## src/rtl/omsp_gfx_backend_pix_fetch.sv

```systemverilog
// Frame-buffer fetch: Video-RAM words into a small FIFO, unpacked to 1/2/4/8/16 bpp pixels.
// Define OMSP_GFX_PIX_MSB_FIRST_EN to extract pixels MSB-first instead of LSB-first.
module omsp_gfx_backend_pix_fetch #(
  parameter int unsigned DW         = 16,
  parameter int unsigned FIFO_DEPTH = 4,
  parameter int unsigned VRAM_AW    = 17,
  parameter int unsigned SPIX_W     = 17
) (
  input  logic               mclk,
  input  logic               puc_rst_n,
  input  logic               refresh_active_i,
  input  logic [VRAM_AW-1:0] refresh_frame_base_addr_i,
  input  logic [SPIX_W-1:0]  display_size_i,
  input  logic [2:0]         gfx_mode_i,
  input  logic [DW-1:0]      vid_ram_dout_i,
  input  logic               vid_ram_dout_rdy_nxt_i,
  output logic [VRAM_AW-1:0] vid_ram_addr_o,
  output logic               vid_ram_cen_o,
  input  logic               refresh_data_request_i,
  output logic [15:0]        pix_data_o,
  output logic               pix_is_index_o,
  output logic               pix_ready_o
);

  localparam int unsigned DwLog = $clog2(DW);
  localparam int unsigned PtrW  = $clog2(FIFO_DEPTH);
  localparam int unsigned CntW  = PtrW + 1;
  localparam int unsigned SlotW = DwLog;

  typedef enum logic [1:0] {StIdle, StReq, StData} state_e;

  state_e             state, state_nxt;
  logic               active_q;
  logic [VRAM_AW-1:0] base_q;
  logic [SPIX_W-1:0]  word_cnt;
  logic [SPIX_W-1:0]  pix_cnt;
  logic [SlotW-1:0]   slot;
  logic               pending;
  logic [15:0]        pix_data;
  logic               pix_ready;
  logic               pix_is_index;

  logic [DW-1:0]      fifo_mem [FIFO_DEPTH];
  logic [PtrW-1:0]    wr_ptr, rd_ptr;
  logic [CntW-1:0]    fifo_cnt, cnt_nxt;

  // Mode decode and frame geometry
  logic [2:0]         bpp_log, ppw_log;
  logic [4:0]         bpp;
  logic [SlotW-1:0]   ppw_m1;
  logic [SPIX_W:0]    words_rnd;
  logic [SPIX_W-1:0]  word_last, size_m1;

  always_comb begin
    bpp_log   = gfx_mode_i[2] ? 3'd4 : {1'b0, gfx_mode_i[1:0]};
    bpp       = 5'd1 << bpp_log;
    ppw_log   = 3'(DwLog) - bpp_log;
    ppw_m1    = SlotW'((DW >> bpp_log) - 1);
    words_rnd = ({1'b0, display_size_i} + (SPIX_W+1)'(ppw_m1)) >> ppw_log;
    word_last = SPIX_W'(words_rnd - (SPIX_W+1)'(1));
    size_m1   = display_size_i - SPIX_W'(1);
  end

  // FIFO control; an empty FIFO being written this cycle bypasses the write data to the unpacker
  logic          push, pop, fifo_empty, avail, serve, last_slot, last_pix;
  logic [DW-1:0] head, shifted;
  logic [SlotW-1:0] shamt;
  logic [15:0]   mask, pix_val;

  always_comb begin
    push       = (state == StData) && refresh_active_i;
    fifo_empty = (fifo_cnt == '0);
    avail      = !fifo_empty || push;
    head       = fifo_empty ? vid_ram_dout_i : fifo_mem[rd_ptr];
    serve      = refresh_active_i && avail && (refresh_data_request_i || pending);
    last_slot  = (slot == ppw_m1);
    last_pix   = (pix_cnt == size_m1);
    pop        = serve && (last_slot || last_pix);
    cnt_nxt    = fifo_cnt + CntW'(push) - CntW'(pop);
`ifdef OMSP_GFX_PIX_MSB_FIRST_EN
    shamt      = SlotW'((ppw_m1 - slot) << bpp_log);
`else
    shamt      = SlotW'(slot << bpp_log);
`endif
    shifted    = head >> shamt;
    mask       = ~(16'hFFFF << bpp);
    pix_val    = 16'(shifted & DW'(mask));
  end

  always_comb begin
    state_nxt = state;
    if (!refresh_active_i) begin
      state_nxt = StIdle;
    end else begin
      unique case (state)
        StIdle: if (display_size_i != '0 && fifo_cnt < CntW'(FIFO_DEPTH)) state_nxt = StReq;
        StReq:  if (vid_ram_dout_rdy_nxt_i) state_nxt = StData;
        StData: state_nxt = (cnt_nxt < CntW'(FIFO_DEPTH)) ? StReq : StIdle;
        default: state_nxt = StIdle;
      endcase
    end
  end

  always_ff @(posedge mclk or negedge puc_rst_n) begin
    if (!puc_rst_n) state <= StIdle;
    else            state <= state_nxt;
  end

  always_ff @(posedge mclk) begin
    if (push) fifo_mem[wr_ptr] <= vid_ram_dout_i;
  end

  always_ff @(posedge mclk or negedge puc_rst_n) begin
    if (!puc_rst_n) begin
      active_q     <= 1'b0;
      base_q       <= '0;
      word_cnt     <= '0;
      pix_cnt      <= '0;
      slot         <= '0;
      pending      <= 1'b0;
      wr_ptr       <= '0;
      rd_ptr       <= '0;
      fifo_cnt     <= '0;
      pix_data     <= '0;
      pix_ready    <= 1'b0;
      pix_is_index <= 1'b0;
    end else begin
      active_q  <= refresh_active_i;
      pix_ready <= serve;
      if (!refresh_active_i) begin
        // Abort: flush and rewind so the next refresh restarts at the frame base
        word_cnt <= '0;
        pix_cnt  <= '0;
        slot     <= '0;
        pending  <= 1'b0;
        wr_ptr   <= '0;
        rd_ptr   <= '0;
        fifo_cnt <= '0;
      end else begin
        if (!active_q) base_q <= refresh_frame_base_addr_i;
        if (push) begin
          wr_ptr <= wr_ptr + PtrW'(1);
          if (word_cnt == word_last) begin
            word_cnt <= '0;
            base_q   <= refresh_frame_base_addr_i;
          end else begin
            word_cnt <= word_cnt + SPIX_W'(1);
          end
        end
        if (pop) rd_ptr <= rd_ptr + PtrW'(1);
        fifo_cnt <= cnt_nxt;
        if (serve) begin
          pix_data     <= pix_val;
          pix_is_index <= !gfx_mode_i[2];
          slot         <= pop ? '0 : slot + SlotW'(1);
          pix_cnt      <= last_pix ? '0 : pix_cnt + SPIX_W'(1);
          pending      <= 1'b0;
        end else if (refresh_data_request_i) begin
          pending <= 1'b1;
        end
      end
    end
  end

  assign vid_ram_cen_o  = (state != StReq);
  assign vid_ram_addr_o = base_q + VRAM_AW'(word_cnt);
  assign pix_data_o     = pix_data;
  assign pix_ready_o    = pix_ready;
  assign pix_is_index_o = pix_is_index;

endmodule

```

## config.mk

```make
export PLATFORM = sky130hd
export DESIGN_NAME = omsp_gfx_backend_pix_fetch
export DESIGN_NICKNAME = d
export VERILOG_FILES = /design/src/rtl/omsp_gfx_backend_pix_fetch.sv
export SDC_FILE = /design/constraint.sdc
export NUM_CORES = 1
export LEC_CHECK = 0
export BUFFER_PORTS_ARGS = -buffer_cell sky130_fd_sc_hd__buf_2
export CORE_MARGIN = 8
export CORE_UTILIZATION = 63
export CTS_BUF_LIST = sky130_fd_sc_hd__clkbuf_4 sky130_fd_sc_hd__clkbuf_8
export CTS_CLUSTER_DIAMETER = 150
export DETAILED_ROUTE_END_ITERATION = 8
export GPL_ROUTABILITY_DRIVEN = 0
export GPL_TIMING_DRIVEN = 0
export PLACE_DENSITY = 0.95
export SLEW_MARGIN = 20
export SYNTH_ARGS = -nofsm -noshare
export SYNTH_HDL_FRONTEND = slang
export SYNTH_SLANG_ARGS = --single-unit
```

## constraint.sdc

```tcl
create_clock -name mclk -period 4.6 [get_ports mclk]
set_input_delay 0.23 -clock mclk [delete_from_list [all_inputs] [get_ports mclk]]
set_output_delay 0.23 -clock mclk [all_outputs]
set_load 0.01 [all_outputs]
```

==> impl_metrics.toml <==
[status]
status = "finished, violations left"
failed_checks = "design-rule violations, negative setup slack"

[synthesis]
flip_flop_and_latch_count_after_synthesis = 148
synth.net_count = 1217
post_synth_num_cell_types = 88
synth_edf_count = 64
netlist_area_sq_um = 10600
syn_inst = 1122
synth_top_flop_cell = "sky130_fd_sc_hd__dfrtp_1"
synth.top_cell.area_share_pct = 19.8
synth.largest_area_cell = "sky130_fd_sc_hd__dfrtp_1"
yosysWarnings = 0
ys_seq_area_share_pct = 37.8
syn-mean-instance-area_sq_um = 9.48
synth.area.top_cells = "sky130_fd_sc_hd__dfrtp_1 (20%), sky130_fd_sc_hd__edfxtp_1 (18%), sky130_fd_sc_hd__xnor2_1 (4.2%)"
synth-async-reset-ratio_pct = 56.8

[finish]
post_route_cells_drive_above_1_share_pct = 21.4
footprint_of_the_multi_input_gates_sq_um = 6560
syn2layout_area_growth_pct = 20.4
area.sequential_sq_um = 4030
final_cell_area_sq_um = 12800
antenna_cells_inserted = 0
design.final.nets = 1388
final_cell_count_no_fill = 1526
layout.filler_cells = 931

[floorplan]
design.die.area_sq_um = 21300
num_ports = 94
floorplan.rows = 47
floorplan.initialDensity_pct = 64.4
die-height_um = 146
overall_die_width_um = 146
fp.coreArea_sq_um = 16500

[clock_network]
cts_inserted_buffers = 17
clockBufferDepth = 2
cts_root_buf = "sky130_fd_sc_hd__clkbuf_8"
worst_setup_hold_path_clk_slew_ns = 0.10
htreeDepth = 4
clock-sinks = 148
worstSkewPairLatency_ns = 0.48
tritoncts = "yes"

[route]
viasPerCell = 6.94
drt_wl_total_mm = 34.0
number_of_vias_after_detailed_routing = 10600
firstDrtPassIters = 9
violation_count_after_the_first_detailed_routing_iteration = 1791
detail_route.wl_per_cell_um = 22.3
drc = 5
ant_nets = 0

[placement]
numPlacedInstances = 1430
hpwlAfterDp_mm = 21.9
place_area_sq_um = 11500
preCtsSetupSlack_ns = -1.30
buffer_ports.inserted = 87

[hold_path]
hold_path.startpoint = "vid_ram_dout_i[10]"
hold_class = "primary input to register"

[grt]
globalRouteTotalUtil_pct = 29.9
antenna_found_initial = 0
first_global_vias = 10100
grt_max_degree = 59
first_pass_grt_wire_length_mm = 52.1
grt_remaining_overflow = 0

[sta]
hold_violations = 0
worst_pin_slew_ns = 1.03
max_slew_margin_pct = 30.7
timing.final.max_slew_violations = 0
setup_violations = 16
period_share_pct = 101
timing.clock.skew_ns = 0.0154
fmax_mhz = 216
layout_setup_ws_ns = -0.0325
holdWs_ns = 0.000894
fin_setup_tns_ns = -0.365
final_critical_period_ns = 4.63

[setup_path]
worstSetupEndpointType = "register"
crit_family = "compound AO/OA/AOI/OAI gates"
rr_startpoint = "pix_cnt[4]"
worstPathMaxFanout = 8
crit_required_ns = 4.96
timing.critical_path.slowest_stage_cell = "sky130_fd_sc_hd__or4b_4"
cpPeakStageDelay_ns = 0.57
worst_setup_path_startpoint = "gfx_mode_i[1]"
cp_cell_sequence = "buf_12, buf_8, a21oi_4, inv_2, fa_2, nand2b_4, a21o_4, or4b_4, o211a_1, a211oi_2, o211ai_1, buf_4, a221oi_4, nand3_1, o211ai_1, o311ai_2, a22oi_2, o31ai_4, buf_6, buf_6, mux2_1"
worst-path-buf-inv = 6
cp_data_arrival_time_ns = 4.99
critical_path_class = "primary input to register"
worstSetupStartpointType = "primary input"

[pwr]
irDropWorstVdd_v = 0.000249
p_per_area_nw_per_um2 = 304
static-leakage-power_nw = 5.24

[run]
max_cap_violations = 0
## state kept, by name (all words and copies together), names as in the netlist
name,cells
fifo_mem,64
base_q,17
pix_cnt,17
word_cnt,17
pix_data_o,16
slot,4
fifo_cnt,3
rd_ptr,2
state,2
wr_ptr,2
active_q,1
pending,1
pix_is_index_o,1
pix_ready_o,1
## worst reg2reg max path, stage by stage, from the launching register on
cell,delay [ns]
sky130_fd_sc_hd__dfrtp_1,0.43
sky130_fd_sc_hd__xor2_1,0.27
sky130_fd_sc_hd__xnor2_1,0.11
sky130_fd_sc_hd__nor4_1,0.33
sky130_fd_sc_hd__nand4_1,0.14
sky130_fd_sc_hd__or4_1,0.52
sky130_fd_sc_hd__a2111o_1,0.44
sky130_fd_sc_hd__a21oi_2,0.30
sky130_fd_sc_hd__ha_1,0.17
sky130_fd_sc_hd__inv_1,0.05
sky130_fd_sc_hd__ha_1,0.20
sky130_fd_sc_hd__fa_1,0.38
sky130_fd_sc_hd__xnor2_1,0.26
sky130_fd_sc_hd__nor2b_1,0.09
sky130_fd_sc_hd__nor2_1,0.18
sky130_fd_sc_hd__o22ai_1,0.10
sky130_fd_sc_hd__and2_1,0.15
## metal layers
| metal | global-route usage, % | part of all wire [%] | vias up |
|---|---|---|---|
| met5 | 0 | 0 | - |
| met2 | 48.7 | 47 | 897 |
| met1 | 36.9 | 36 | 4962 |
| met4 | 14.9 | 5.5 | 0 |
| li1 | - | - | 4527 |
| met3 | 6.53 | 12 | 212 |
## power by group
part           switching, mW  total [mW]  leakage [nW]  internal [mW]
Sequential            0.0722        1.56          1.69           1.48
Combinational          0.736        1.23          3.34          0.494
Clock                  0.595        1.10         0.210          0.509
## final cells by class
| type | count | area share (%) |
|---|---|---|
| inverter | 39 | 1.25 |
| sequential | 148 | 31.4 |
| buffer | 57 | 2.14 |
| clock inverter | 15 | 1.48 |
| timing repair buffer | 154 | 8.49 |
| tap | 220 | 2.15 |
| clock buffer | 17 | 1.83 |
| multi-input combinational | 876 | 51.2 |
## cell families (layout without fill, tap and decap cells)
group           Yosys count  after routing  share of synthesized area, %
compound gates          272            273                          17.5
xor+xnor                 85             85                          7.20
fa+ha+maj                37             37                          4.56
buf+inv                  99            282                          3.66
flops                   148            148                          37.8
mux                      84             84                          10.2
simple gates            397            397                          19.0
## metrics by stage
| stage | util (%) | power (mW) |
|---|---|---|
| floorplan | - | 2.28 |
| global placement | 69.4 | 2.59 |
| detailed placement | 69.5 | 2.64 |
| CTS | 75.2 | 3.78 |
| global route | 77.5 | 4.03 |
| finish | 77.5 | 3.89 |
## cells in the final DEF, fill, tap and decap left out, types with 7 or more instances in the layout
| cell type | n |
|---|---|
| sky130_fd_sc_hd__nand4_1 | 15 |
| sky130_fd_sc_hd__a211oi_1 | 13 |
| sky130_fd_sc_hd__buf_1 | 9 |
| sky130_fd_sc_hd__clkbuf_1 | 33 |
| sky130_fd_sc_hd__nor2b_1 | 11 |
| sky130_fd_sc_hd__and2_1 | 20 |
| sky130_fd_sc_hd__mux2_2 | 17 |
| sky130_fd_sc_hd__mux2_1 | 8 |
| sky130_fd_sc_hd__nand2b_1 | 18 |
| sky130_fd_sc_hd__xor2_1 | 32 |
| sky130_fd_sc_hd__a31oi_1 | 7 |
| sky130_fd_sc_hd__clkbuf_8 | 17 |
| sky130_fd_sc_hd__a21oi_1 | 41 |
| sky130_fd_sc_hd__o21ai_0 | 73 |
| sky130_fd_sc_hd__o211ai_1 | 16 |
| sky130_fd_sc_hd__nand2_1 | 103 |
| sky130_fd_sc_hd__edfxtp_1 | 64 |
| sky130_fd_sc_hd__nor3b_1 | 8 |
| sky130_fd_sc_hd__mux2i_1 | 40 |
| sky130_fd_sc_hd__mux4_2 | 17 |
| sky130_fd_sc_hd__nand3_1 | 42 |
| sky130_fd_sc_hd__ha_1 | 29 |
| sky130_fd_sc_hd__xnor2_1 | 50 |
| sky130_fd_sc_hd__nor2_1 | 70 |
| sky130_fd_sc_hd__o31ai_1 | 12 |
| sky130_fd_sc_hd__dfrtp_1 | 83 |
| sky130_fd_sc_hd__dlygate4sd3_1 | 29 |
| sky130_fd_sc_hd__nor3_1 | 19 |
| sky130_fd_sc_hd__inv_1 | 34 |
| sky130_fd_sc_hd__buf_4 | 33 |
| sky130_fd_sc_hd__buf_2 | 93 |
| sky130_fd_sc_hd__or3_1 | 12 |
| sky130_fd_sc_hd__and3_1 | 39 |
## path summary, 6_finish.rpt
check | end | slack [ns] | cells past startpoint
worst max-delay path | base_q[8] | -0.03 | 21
worst min-delay path | fifo_mem[3][10] | 0.0009 | 1
worst max register to register | state[0] | 0.39 | 16
worst min register to register | pix_data_o[12] | 0.48 | 2
max in group asynchronous | wr_ptr[0] | 3.75 | 3
min in group asynchronous | word_cnt[9] | 0.21 | 2
## synth_stat cells, types with 37 or more instances
master / n
sky130_fd_sc_hd__mux2i_1: 40
sky130_fd_sc_hd__o21ai_0: 75
sky130_fd_sc_hd__nand3_1: 43
sky130_fd_sc_hd__inv_1: 37
sky130_fd_sc_hd__edfxtp_1: 64
sky130_fd_sc_hd__xnor2_1: 51
sky130_fd_sc_hd__clkbuf_1: 41
sky130_fd_sc_hd__and3_1: 39
sky130_fd_sc_hd__dfrtp_1: 84
sky130_fd_sc_hd__nand2_1: 104
sky130_fd_sc_hd__nor2_1: 71
sky130_fd_sc_hd__a21oi_1: 48
## timing repair
item | 4_1_cts | 5_1_grt
gates cloned | 2 | 1
setup buffers | 13 | 23
endpoints found under the setup margin | 34 | 37
hold buffers | 29 | 0
endpoints found under the hold margin | 74 | 0
gates resized for setup | 30 | 55
pin swaps | 14 | 19
No activity file was read; power rests on OpenSTA's default activity.
